File: src/rtl/mul_pkg.sv
// Shared definitions for the sequential shift-add multiplier: FSM encoding and
// the iteration-counter width helper.
package mul_pkg;

  typedef enum logic [1:0] {
    ST_IDLE = 2'd0,
    ST_BUSY = 2'd1,
    ST_DONE = 2'd2
  } mul_state_e;

  // Wide enough to hold 0..W so the counter never wraps inside BUSY.
  function automatic int unsigned cnt_width(input int unsigned w);
    return $clog2(w + 1);
  endfunction

endpackage

File: src/rtl/seq_mul_datapath.sv
// Shift-add datapath: accumulator, shifted multiplicand/multiplier and iteration count,
// driven by load/step strobes from the controlling FSM.
module seq_mul_datapath
  import mul_pkg::*;
#(
  parameter int unsigned W = 8
) (
  input  logic           clk_i,
  input  logic           rst_i,
  input  logic           load_i,
  input  logic           step_i,
  input  logic [W-1:0]   mcand_i,
  input  logic [W-1:0]   mplr_i,
  output logic [2*W-1:0] acc_o,
  output logic           mplr_zero_o,
  output logic           last_iter_o
);

  localparam int unsigned CntW = cnt_width(W);

  logic [2*W-1:0]  acc_q, acc_d;
  logic [2*W-1:0]  mcand_q, mcand_d;
  logic [W-1:0]    mplr_q, mplr_d;
  logic [CntW-1:0] cnt_q, cnt_d;

  always_comb begin
    acc_d   = acc_q;
    mcand_d = mcand_q;
    mplr_d  = mplr_q;
    cnt_d   = cnt_q;
    if (load_i) begin
      acc_d   = '0;
      mcand_d = {{W{1'b0}}, mcand_i};
      mplr_d  = mplr_i;
      cnt_d   = '0;
    end else if (step_i) begin
      // acc is 2W bits wide and the true product fits, so no carry is lost.
      if (mplr_q[0]) begin
        acc_d = acc_q + mcand_q;
      end
      mcand_d = mcand_q << 1;
      mplr_d  = mplr_q >> 1;
      cnt_d   = cnt_q + CntW'(1);
    end
  end

  always_ff @(posedge clk_i) begin
    if (rst_i) begin
      acc_q   <= '0;
      mcand_q <= '0;
      mplr_q  <= '0;
      cnt_q   <= '0;
    end else begin
      acc_q   <= acc_d;
      mcand_q <= mcand_d;
      mplr_q  <= mplr_d;
      cnt_q   <= cnt_d;
    end
  end

  assign acc_o       = acc_q;
  assign mplr_zero_o = (mplr_q == '0);
  assign last_iter_o = (cnt_q == CntW'(W - 1));

endmodule

File: src/rtl/seq_multiplier.sv
// Sequential unsigned shift-add multiplier with start/busy/done handshake.
// Optional build macro SEQ_MUL_EARLY_TERM_EN finishes as soon as the multiplier runs out of set bits.
module seq_multiplier
  import mul_pkg::*;
#(
  parameter int unsigned W = 8
) (
  input  logic           clk,
  input  logic           rst,
  input  logic           start,
  input  logic [W-1:0]   multiplicand,
  input  logic [W-1:0]   multiplier,
  output logic [2*W-1:0] product,
  output logic           busy,
  output logic           done
);

  mul_state_e     state_q;
  logic [2*W-1:0] product_q;
  logic           busy_q;
  logic           done_q;

  logic           load;
  logic           step;
  logic           busy_fin;
  logic [2*W-1:0] acc;
  logic           mplr_zero;
  logic           last_iter;

  assign load = (state_q == ST_IDLE) && start;

`ifdef SEQ_MUL_EARLY_TERM_EN
  // A zero multiplier contributes nothing more, so skip the remaining iterations.
  assign step     = (state_q == ST_BUSY) && !mplr_zero;
  assign busy_fin = mplr_zero || last_iter;
`else
  logic unused_mplr_zero;
  assign unused_mplr_zero = mplr_zero;
  assign step     = (state_q == ST_BUSY);
  assign busy_fin = last_iter;
`endif

  seq_mul_datapath #(
    .W (W)
  ) u_datapath (
    .clk_i       (clk),
    .rst_i       (rst),
    .load_i      (load),
    .step_i      (step),
    .mcand_i     (multiplicand),
    .mplr_i      (multiplier),
    .acc_o       (acc),
    .mplr_zero_o (mplr_zero),
    .last_iter_o (last_iter)
  );

  always_ff @(posedge clk) begin
    if (rst) begin
      state_q   <= ST_IDLE;
      product_q <= '0;
      busy_q    <= 1'b0;
      done_q    <= 1'b0;
    end else begin
      done_q <= 1'b0;
      case (state_q)
        ST_IDLE: begin
          if (start) begin
            state_q <= ST_BUSY;
            busy_q  <= 1'b1;
          end
        end
        ST_BUSY: begin
          if (busy_fin) begin
            state_q <= ST_DONE;
          end
        end
        ST_DONE: begin
          state_q   <= ST_IDLE;
          busy_q    <= 1'b0;
          done_q    <= 1'b1;
          product_q <= acc;
        end
        default: begin
          state_q <= ST_IDLE;
          busy_q  <= 1'b0;
        end
      endcase
    end
  end

  assign product = product_q;
  assign busy    = busy_q;
  assign done    = done_q;

endmodule

File: config.mk
export PLATFORM = sky130hd
export DESIGN_NAME = seq_multiplier
export DESIGN_NICKNAME = d
export VERILOG_FILES = /design/src/rtl/mul_pkg.sv /design/src/rtl/seq_mul_datapath.sv /design/src/rtl/seq_multiplier.sv
export SDC_FILE = /design/constraint.sdc
export NUM_CORES = 1
export LEC_CHECK = 0
export BUFFER_PORTS_ARGS = -buffer_cell sky130_fd_sc_hd__buf_2
export CORE_AREA = 2 2 90 92
export DETAILED_ROUTE_END_ITERATION = 6
export DIE_AREA = 0 0 92 94
export PLACE_DENSITY_LB_ADDON = 0.2
export SLEW_MARGIN = 20
export SYNTH_ARGS = -nofsm -noshare
export SYNTH_HDL_FRONTEND = slang
export SYNTH_HIERARCHICAL = 1
export SYNTH_SLANG_ARGS = --single-unit
File: constraint.sdc
create_clock -name clk -period 2.54 [get_ports clk]
set_input_delay 0.127 -clock clk [delete_from_list [all_inputs] [get_ports clk]]
set_output_delay 0.127 -clock clk [all_outputs]
set_load 0.1 [all_outputs]
==> run_results.csv <==
group,metric,value,unit
detailed_routing,drc,0,
clocking,holdBufCountCts,0,
yosys,yosys_warnings,6,
placement,place.gp.congestion,0.934,
floorplanning,die_h,94,um
detailed_routing,met3_length,363,um
detailed_routing,finalWirelength,6990,um
worst_setup_path,reg2reg_slack,190,ps
worst_setup_path,critPathMaxFanout,5,
worst_setup_path,r2r-end,"u_datapath/acc_o[10]",
worst_hold_path,min_from,"multiplier[6]",
placement,dpl.cell_count,499,
run_status,status,"complete, no violations",
worst_setup_path,required,2770,ps
detailed_routing,wl_met1,3590,um
detailed_routing,top_layer,"met4",
worst_setup_path,cp-end-kind,"flop",
floorplanning,pin_count,37,
yosys,avgSynthCellArea,8.95,sq um
yosys,synthCells,378,
timing,rsz0062_at_grt,"false",
timing,finalHoldViolCount,0,
clocking,clk_path_buf_depth,2,
yosys,syn-cell-area,0.00338,sq mm
worst_setup_path,timing.rr.start,"u_datapath/acc_o[0]",
clocking,post-cts-setup-buffers,0,
grt,grt_max_degree,53,
detailed_routing,vias,2727,
placement,hpwlAfterDp,4950,um
grt,grt_overflow,0,
detailed_routing,drtIter0Drc,134,
grt,grt_first_pass_wirelength,11600,um
grt,antenna_found_initial,0,
floorplanning,start_util,0.445,
layout,area_delta_synth_final,12.8,%
clocking,cts_resized,0,
clocking,clk_pin_slew,70,ps
power_and_ir_drop,p_leak,1.58,nW
placement,io_buffers,36,
timing,max_freq,425,MHz
worst_hold_path,hold_class,"primary input to flop",
detailed_routing,wl_met2,2870,um
clocking,tritoncts,"built",
power_and_ir_drop,cellPowerDensity,554,mW/mm^2
layout,layout-drive-gt1-share,0.191,
job,max_cap_violations,0,
clocking,cts_buffers,9,
timing,whs,7.53,ps
layout,final_cell_mix,"64 x dfxtp_1, 50 x nor2_1, 36 x buf_2",
timing,finalCritPeriodShare,0.927,
timing,max-slew-margin-rel,0.647,
layout,nNetsFinal,444,
worst_setup_path,crit_type,"flop to flop",
layout,layout_commonest_cell,"dfxtp_1",
timing,slew_viol_final,0,
clocking,h-tree-depth,3,
yosys,syn_nets,414,
layout,diodes,0,
detailed_routing,ant_nets,0,
timing,period_needed,2350,ps
timing,clock_skew,6.98,ps
worst_setup_path,arrival,2590,ps
timing,setup_viol,0,
layout,utilization,0.502,
detailed_routing,drt_pass1_iterations,4,
power_and_ir_drop,finalPower,2.11,mW
layout,fin_cells,515,
floorplanning,row_count,32,
grt,grt_usage,0.169,
floorplanning,coreArea,0.00761,sq mm
timing,worstMarginPinSlew,527,ps
worst_hold_path,holdPathEnd,"u_datapath/mplr_q[6]",
clocking,clock_sinks,64,
clocking,cts_root_buf,"clkbuf_8",
floorplanning,dieArea,0.00865,sq mm
timing,finalSetupTns,0,ps
floorplanning,dieWidth,92,um
worst_setup_path,critPathLaunchType,"flop",
detailed_routing,wl_per_cell,13.6,um
worst_hold_path,hold_depth,3,
worst_setup_path,worstRegToRegCells,8,
grt,grt_pass1_vias,2510,
power_and_ir_drop,ir_drop,0.250,mV
clocking,clock_latency,340,ps
detailed_routing,viasPerCell,5.30,
==> per-stage QoR <==
step | instance area [sq um] | setup slack (ps)
detailed placement | 3620 | 207
finish | 3820 | 186
global placement | 3620 | 248
floorplan | 3380 | 397
CTS | 3820 | 191
global route | 3820 | 75.9
==> report_power, final <==
part / leakage (nW) / internal [mW] / total, mW / switching [mW]
Clock: 0.0993 / 0.478 / 0.877 / 0.398
Sequential: 0.519 / 1.02 / 1.04 / 0.0154
Combinational: 0.959 / 0.0840 / 0.197 / 0.113
Total: 1.58 / 1.59 / 2.11 / 0.527
==> worst max-delay path by stage <==
stage               depth (start not counted)                   end                start  slack, ps
finish                                      8  u_datapath/acc_o[10]  u_datapath/acc_o[0]        190
global placement                            8  u_datapath/acc_o[10]  u_datapath/acc_o[0]        250
detailed placement                          8  u_datapath/acc_o[10]  u_datapath/acc_o[0]        210
CTS                                         8  u_datapath/acc_o[10]  u_datapath/acc_o[0]        190
global route                                8  u_datapath/acc_o[12]  u_datapath/acc_o[0]         80
floorplan                                   8  u_datapath/acc_o[10]  u_datapath/acc_o[0]        400
==> critical path: stages, from the launching register on <==
cell and delay [ps]:
dfxtp_1 330, ha_1 230, fa_1 400, a21o_1 220
a221oi_2 470, nor3_2 110, nor3_2 150, nor3_1 70
a221o_1 260
==> layer usage <==
layer | up-vias | track usage
li1 | 1412 | -
met1 | 1242 | 0.223
met2 | 60 | 0.255
met3 | 13 | 0.0530
met4 | 0 | 0.0697
met5 | - | 0
==> state kept, by name, indices dropped and copies added, names as in the netlist <==
| name | flops |
|---|---|
| u_datapath/mplr_q | 8 |
| state_q | 2 |
| u_datapath/acc_o | 16 |
| u_datapath/mcand_q | 16 |
| product | 16 |
| u_datapath/cnt_q | 4 |
| busy | 1 |
| done | 1 |
==> cell type report <==
| type | instances | area [sq um] |
|---|---|---|
| repair buffers | 42 | 225 |
| fillers | 753 | 3790 |
| clock buffers | 11 | 141 |
| flip-flops and latches | 64 | 1280 |
| clock inverters | 5 | 56.3 |
| multi-input cells | 288 | 1970 |
| well taps | 102 | 128 |
| inverters | 3 | 11.3 |
Note: power is estimated with default switching activity, not from simulation.
